File: src/rtl/spi_frame_scheduler_pkg.sv
// Shared types and defaults for the UART-to-SPI frame scheduler.
package spi_frame_scheduler_pkg;

  localparam int unsigned BYTES_PER_WORD_DEF = 3;
  localparam int unsigned WORD_W_DEF         = 8 * BYTES_PER_WORD_DEF;

  // SCK half period in clk cycles; the inter-frame gap is one full SCK period.
  localparam int unsigned SPI_CLK_DIV        = 25;
  localparam int unsigned GAP_CYCLES_DEF     = 2 * SPI_CLK_DIV;

  typedef enum logic [2:0] {
    IDLE,
    LOAD,
    RD,
    RDWAIT,
    XFER,
    WAITDONE,
    GAP
  } state_t;

endpackage

File: src/rtl/spi_frame_scheduler_word_packer.sv
// Packs UART bytes MSB-first into a word; flags the byte that completes a word.
module word_packer
  import spi_frame_scheduler_pkg::*;
#(
  parameter int unsigned BYTES_PER_WORD = BYTES_PER_WORD_DEF,
  parameter int unsigned WORD_W         = WORD_W_DEF
) (
  input  logic              clk,
  input  logic              rst,
  input  logic              clear,
  input  logic              shift,
  input  logic [7:0]        din,
  output logic [WORD_W-1:0] word_next_c,
  output logic              word_done_c
);

  localparam int unsigned IDX_W = (BYTES_PER_WORD > 1) ? $clog2(BYTES_PER_WORD) : 1;

  logic [IDX_W-1:0]  byte_idx;
  // Only the older bytes are kept; the newest byte comes straight from din.
  logic [WORD_W-9:0] shreg;

  assign word_next_c = {shreg, din};
  assign word_done_c = shift && (byte_idx == IDX_W'(BYTES_PER_WORD - 1));

  always_ff @(posedge clk or posedge rst) begin
    if (rst) begin
      byte_idx <= '0;
      shreg    <= '0;
    end else if (clear) begin
      byte_idx <= '0;
      shreg    <= '0;
    end else if (shift) begin
      shreg    <= word_next_c[WORD_W-9:0];
      byte_idx <= word_done_c ? '0 : byte_idx + IDX_W'(1);
    end
  end

endmodule

File: src/rtl/spi_frame_scheduler.sv
// Loads UART bytes into frame memory as words, then replays them to the SPI
// transmitter with a fixed inter-frame gap.
module spi_frame_scheduler
  import spi_frame_scheduler_pkg::*;
#(
  parameter int unsigned BYTES_PER_WORD = BYTES_PER_WORD_DEF,
  parameter int unsigned WORD_W         = WORD_W_DEF,
  parameter int unsigned DEPTH          = 16,
  parameter int unsigned ADDR_W         = 4,
  parameter int unsigned GAP_CYCLES     = GAP_CYCLES_DEF
) (
  input  logic              clk,
  input  logic              rst,
  input  logic              load_en,
  input  logic              start,
  input  logic              rx_valid,
  input  logic [7:0]        rx_byte,
  output logic              mem_we,
  output logic [ADDR_W-1:0] mem_waddr,
  output logic [WORD_W-1:0] mem_wdata,
  output logic [ADDR_W-1:0] mem_raddr,
  input  logic [WORD_W-1:0] mem_rdata,
  output logic              tx_valid,
  output logic [WORD_W-1:0] tx_data,
  input  logic              tx_ready,
  input  logic              tx_done,
  output logic [ADDR_W:0]   word_count,
  output logic              busy,
  output logic              send_done,
  output logic              overflow
);

  localparam int unsigned CNT_W = ADDR_W + 1;
  localparam int unsigned GAP_W = $clog2(GAP_CYCLES + 1);

  state_t            state;
  logic [CNT_W-1:0]  rd_ptr;
  logic [GAP_W-1:0]  gap_cnt;
  logic              rd_settle;

  logic              full_c;
  logic              pack_clear_c;
  logic              pack_shift_c;
  logic              word_done_c;
  logic [WORD_W-1:0] word_next_c;

  assign full_c       = (word_count == CNT_W'(DEPTH));
  assign pack_clear_c = (state != LOAD);
  assign pack_shift_c = (state == LOAD) && load_en && rx_valid && !full_c;

  word_packer #(
    .BYTES_PER_WORD (BYTES_PER_WORD),
    .WORD_W         (WORD_W)
  ) u_word_packer (
    .clk         (clk),
    .rst         (rst),
    .clear       (pack_clear_c),
    .shift       (pack_shift_c),
    .din         (rx_byte),
    .word_next_c (word_next_c),
    .word_done_c (word_done_c)
  );

  always_ff @(posedge clk or posedge rst) begin
    if (rst) begin
      state      <= IDLE;
      rd_ptr     <= '0;
      gap_cnt    <= '0;
      rd_settle  <= 1'b0;
      mem_we     <= 1'b0;
      mem_waddr  <= '0;
      mem_wdata  <= '0;
      mem_raddr  <= '0;
      tx_valid   <= 1'b0;
      tx_data    <= '0;
      word_count <= '0;
      busy       <= 1'b0;
      send_done  <= 1'b0;
      overflow   <= 1'b0;
    end else begin
      mem_we    <= 1'b0;
      send_done <= 1'b0;
      case (state)
        // load_en takes priority over a coincident start
        IDLE: begin
          if (load_en) begin
            state      <= LOAD;
            busy       <= 1'b1;
            word_count <= '0;
            overflow   <= 1'b0;
          end else if (start && (word_count != '0)) begin
            state  <= RD;
            busy   <= 1'b1;
            rd_ptr <= '0;
          end
        end
        LOAD: begin
          if (!load_en) begin
            state <= IDLE;
            busy  <= 1'b0;
          end else if (rx_valid) begin
            if (full_c) begin
              overflow <= 1'b1;
            end else if (word_done_c) begin
              mem_we     <= 1'b1;
              mem_waddr  <= word_count[ADDR_W-1:0];
              mem_wdata  <= word_next_c;
              word_count <= word_count + CNT_W'(1);
            end
          end
        end
        RD: begin
          mem_raddr <= rd_ptr[ADDR_W-1:0];
          rd_settle <= 1'b0;
          state     <= RDWAIT;
        end
        // one cycle for the memory to sample the address, one for data out
        RDWAIT: begin
          if (rd_settle) begin
            tx_data  <= mem_rdata;
            tx_valid <= 1'b1;
            state    <= XFER;
          end else begin
            rd_settle <= 1'b1;
          end
        end
        XFER: begin
          if (tx_ready) begin
            tx_valid <= 1'b0;
            state    <= WAITDONE;
          end
        end
        WAITDONE: begin
          if (tx_done) begin
            gap_cnt <= '0;
            state   <= GAP;
          end
        end
        GAP: begin
          if (gap_cnt == GAP_W'(GAP_CYCLES - 1)) begin
            rd_ptr <= rd_ptr + CNT_W'(1);
            if ((rd_ptr + CNT_W'(1)) < word_count) begin
              state <= RD;
            end else begin
              state     <= IDLE;
              busy      <= 1'b0;
              send_done <= 1'b1;
            end
          end else begin
            gap_cnt <= gap_cnt + GAP_W'(1);
          end
        end
        default: begin
          state <= IDLE;
          busy  <= 1'b0;
        end
      endcase
    end
  end

endmodule

File: config.mk
export PLATFORM = sky130hd
export DESIGN_NAME = spi_frame_scheduler
export DESIGN_NICKNAME = d
export VERILOG_FILES = /design/src/rtl/spi_frame_scheduler_pkg.sv /design/src/rtl/spi_frame_scheduler_word_packer.sv /design/src/rtl/spi_frame_scheduler.sv
export SDC_FILE = /design/constraint.sdc
export NUM_CORES = 1
export LEC_CHECK = 0
export CAP_MARGIN = 5
export CORE_ASPECT_RATIO = 1.25
export CORE_MARGIN = 10
export CORE_UTILIZATION = 60
export CTS_CLUSTER_DIAMETER = 50
export DETAILED_ROUTE_END_ITERATION = 6
export DONT_BUFFER_PORTS = 1
export GPL_ROUTABILITY_DRIVEN = 0
export PLACE_DENSITY_LB_ADDON = 0.2
export SLEW_MARGIN = 10
export SYNTH_ARGS = -nofsm -noshare
export SYNTH_HDL_FRONTEND = slang
export SYNTH_SLANG_ARGS = --single-unit
File: constraint.sdc
create_clock -name clk -period 3.24 [get_ports clk]
set_input_delay 0.324 -clock clk [delete_from_list [all_inputs] [get_ports clk]]
set_output_delay 0.324 -clock clk [all_outputs]
set_load 0.05 [all_outputs]
==> impl_metrics.toml <==
[timing]
rsz0062_at_grt = "no"
final_min_period_over_clock_period_pct = 76.17
slew_viol_final = 0
setup_viol = 0
maxSlewHeadroom_pct = 52.27
fin_setup_tns_ns = 0
hold_violations = 0
fmax_mhz = 405.2
fin_worst_skew_ns = 0.01769
tightest_slew_ns = 0.7105
period_minus_slack_ns = 2.468

[place]
place_area_mm2 = 0.004425
port_buffers = 0
hpwl_mm = 6.793

[logic_synthesis]
seq_area_frac_synth_pct = 57.63
synth_top_cell_by_area = "dfrtp_1"
synthDistinctLibCells = 47
syn_nets = 419
synth_area_mm2 = 0.004299
synth-main-ff-cell = "dfrtp_1"
synth_area_leaders = "dfrtp_1 58%, mux2_2 10%, nand2_1 4.4%, nand3_1 3.7%, ha_1 2.6%"
synthCells = 371
yosysTopAreaCellShare_pct = 57.63
async_flop_share_pct = 100.0
ys_seq_elements = 99
avgSynthCellArea_um2 = 11.59
synth_edf_count = 0
ys_warn_count = 0

[grt]
grt.overflow.total = 0
first_global_vias = 2804
antenna_found_initial = 0
grt_pass1_wl_mm = 14.30
grt_max_degree = 55
grt_util_all_layers_pct = 16.52

[clock_network]
htree_levels = 3
clk_latency_ns = 0.36
hold_buffers = 1
cts_tree = "yes"
cts_setup_buffers = 0
cts_resized = 0
path_clk_slew_ns = 0.10
cts_buffers = 9
clock-root-buffer = "clkbuf_8"
cts.sinks = 99
clockBufferDepth = 2

[die]
pin_count = 105
fp.dieH_um = 114.6
start_util_pct = 61.62
die_w_um = 95.71
core_mm2 = 0.006977
rows = 34
die_area_mm2 = 0.01097

[flow_run]
maxCapViolCount = 0

[critical_path]
r2r_start = "word_count[1]$_DFFE_PP0P_"
end_kind = "flop"
worstSetupPathType = "reg -> reg"
r2r_slack_ns = 0.77
required_ns = 3.48
cp-start-kind = "flop"
crit_arrival_ns = 2.70
r2r_end = "mem_wdata[4]$_DFFE_PP0P_"
r2r_cells = 7
critPathMaxFanout = 14

[finish]
fin_area_mm2 = 0.004622
multi_input_area_mm2 = 0.001689
area_growth_pct = 7.509
drive_gt1_share_pct = 19.69
fillers = 526
antenna_cells = 0
final_nets = 426
regArea_mm2 = 0.002477

[detailed_routing]
wl_per_cell_um = 19.22
dr.pass1.iters = 4
vias_per_cell = 5.894
drc = 0
initialDrtViolationCount = 114
num_vias = 2776
wirelength_mm = 9.053
antenna_left = 0

[worst_hold_path]
min_to = "u_word_packer.shreg[6]$_DFFE_PP0P_"
hold_depth = 2
hp-class = "in -> reg"
min_from = "rx_byte[6]"

[power]
p_leak_nw = 2.244
ir_drop_uv = 397.6
p_per_area_mw_per_mm2 = 458.8

[run_status]
outcome = "finished clean"
-- critical path: stages (launching register included) --
cell      delay (ns)
dfrtp_1         0.38
inv_1           0.10
ha_1            0.18
nor4bb_1        0.56
or3_1           0.21
or2_1           0.24
clkinv_2        0.28
mux2_1          0.40
-- kinds of logic (layout without fill, tap and decap cells) --
| group | Yosys count | after routing | synth area share (%) |
|---|---|---|---|
| and+or+nand+nor | 126 | 126 | 14.09 |
| DFF | 99 | 99 | 57.63 |
| muxes | 54 | 54 | 14.46 |
| AOI/OAI and AO/OA | 45 | 45 | 6.578 |
| buffers and inverters | 31 | 41 | 3.201 |
| adders and majority gates | 9 | 9 | 2.619 |
| xor gates and xnor gates | 7 | 7 | 1.426 |
-- area by class of cell --
class	instances	area share (%)
multi-input combinational	241	36.55
tap	90	2.436
clock inverter	5	1.354
clock buffer	9	2.680
timing repair buffer	13	2.166
sequential	99	53.60
inverter	14	1.218
-- synthesized netlist by cell type, types with 2 or more instances --
cell and instances:
nor4bb_1 3, dfrtp_1 99, inv_1 13, a21oi_1 6
nor2_1 16, a32o_1 3, o21ai_0 21, o211ai_1 2
nand2_1 50, clkbuf_1 12, mux2_1 9, mux2_4 4
nand4_1 2, nand3_1 32, buf_6 2, or3_1 3
nor3_1 7, or4_1 2, ha_1 9, mux2_2 40
nor2b_1 2, a211oi_1 4, xnor2_1 6
-- layout by cell type (no fill, tap or decap), types with 6 or more instances in the layout --
master,netlist,final
inv_1,13,12
mux2_2,40,40
ha_1,9,9
nand3_1,32,32
clkbuf_8,0,9
xnor2_1,6,6
dfrtp_1,99,99
mux2_1,9,9
buf_4,1,12
nand2_1,50,50
nor2_1,16,16
nor3_1,7,6
o21ai_0,21,21
a21oi_1,6,6
-- power by group --
| part | switching [W] | leakage (nW) | total, W | internal [W] |
|---|---|---|---|---|
| combinational | 0.0000281 | 0.883 | 0.0000421 | 0.0000141 |
| sequential | 0.0000667 | 1.27 | 0.00132 | 0.00125 |
| clock | 0.000409 | 0.0882 | 0.000763 | 0.000354 |
| total | 0.000504 | 2.24 | 0.00212 | 0.00162 |
-- per-stage QoR --
step / hold slack, ns / std cells / utilization, % / power, W / worst slack, ns
after floorplan: 0.4294 / 371 / - / 0.001368 / 0.3256
after global placement: 0.3274 / 456 / 63.43 / 0.001382 / 0.8567
after detailed placement: 0.3340 / 456 / 63.43 / 0.001384 / 0.7886
after CTS: 0.05302 / 471 / 66.25 / 0.002147 / 0.7497
after global routing: 0.06434 / 471 / 66.25 / 0.002207 / 0.5167
final: 0.06583 / 471 / 66.25 / 0.002121 / 0.7722
-- per-layer routing --
metal	global-route usage (%)	vias to the layer above	wire length (um)
li1	-	1309	-
met1	17.24	1363	3233
met2	28.87	92	4770
met3	7.218	12	938
met4	5.222	0	110
met5	0	-	0
-- how the worst max path moves through the flow --
stage | start | end | depth (start not counted)
after floorplan | rst | busy$_DFFE_PP0P_ | 1
after global placement | state[0]$_DFFE_PP0P_ | mem_wdata[19]$_DFFE_PP0P_ | 6
after detailed placement | word_count[1]$_DFFE_PP0P_ | mem_wdata[17]$_DFFE_PP0P_ | 7
after CTS | word_count[4]$_DFFE_PP0P_ | mem_wdata[4]$_DFFE_PP0P_ | 6
after global routing | word_count[1]$_DFFE_PP0P_ | mem_wdata[4]$_DFFE_PP0P_ | 7
final | word_count[1]$_DFFE_PP0P_ | mem_wdata[4]$_DFFE_PP0P_ | 7
-- sequential cells by signal (all words and copies together) (netlist names), 4 cells and up --
signal,flops
mem_wdata,24
tx_data,24
u_word_packer.shreg,16
gap_cnt,6
rd_ptr,5
word_count,5
mem_raddr,4
mem_waddr,4
No activity file was read; power rests on OpenSTA's default activity.
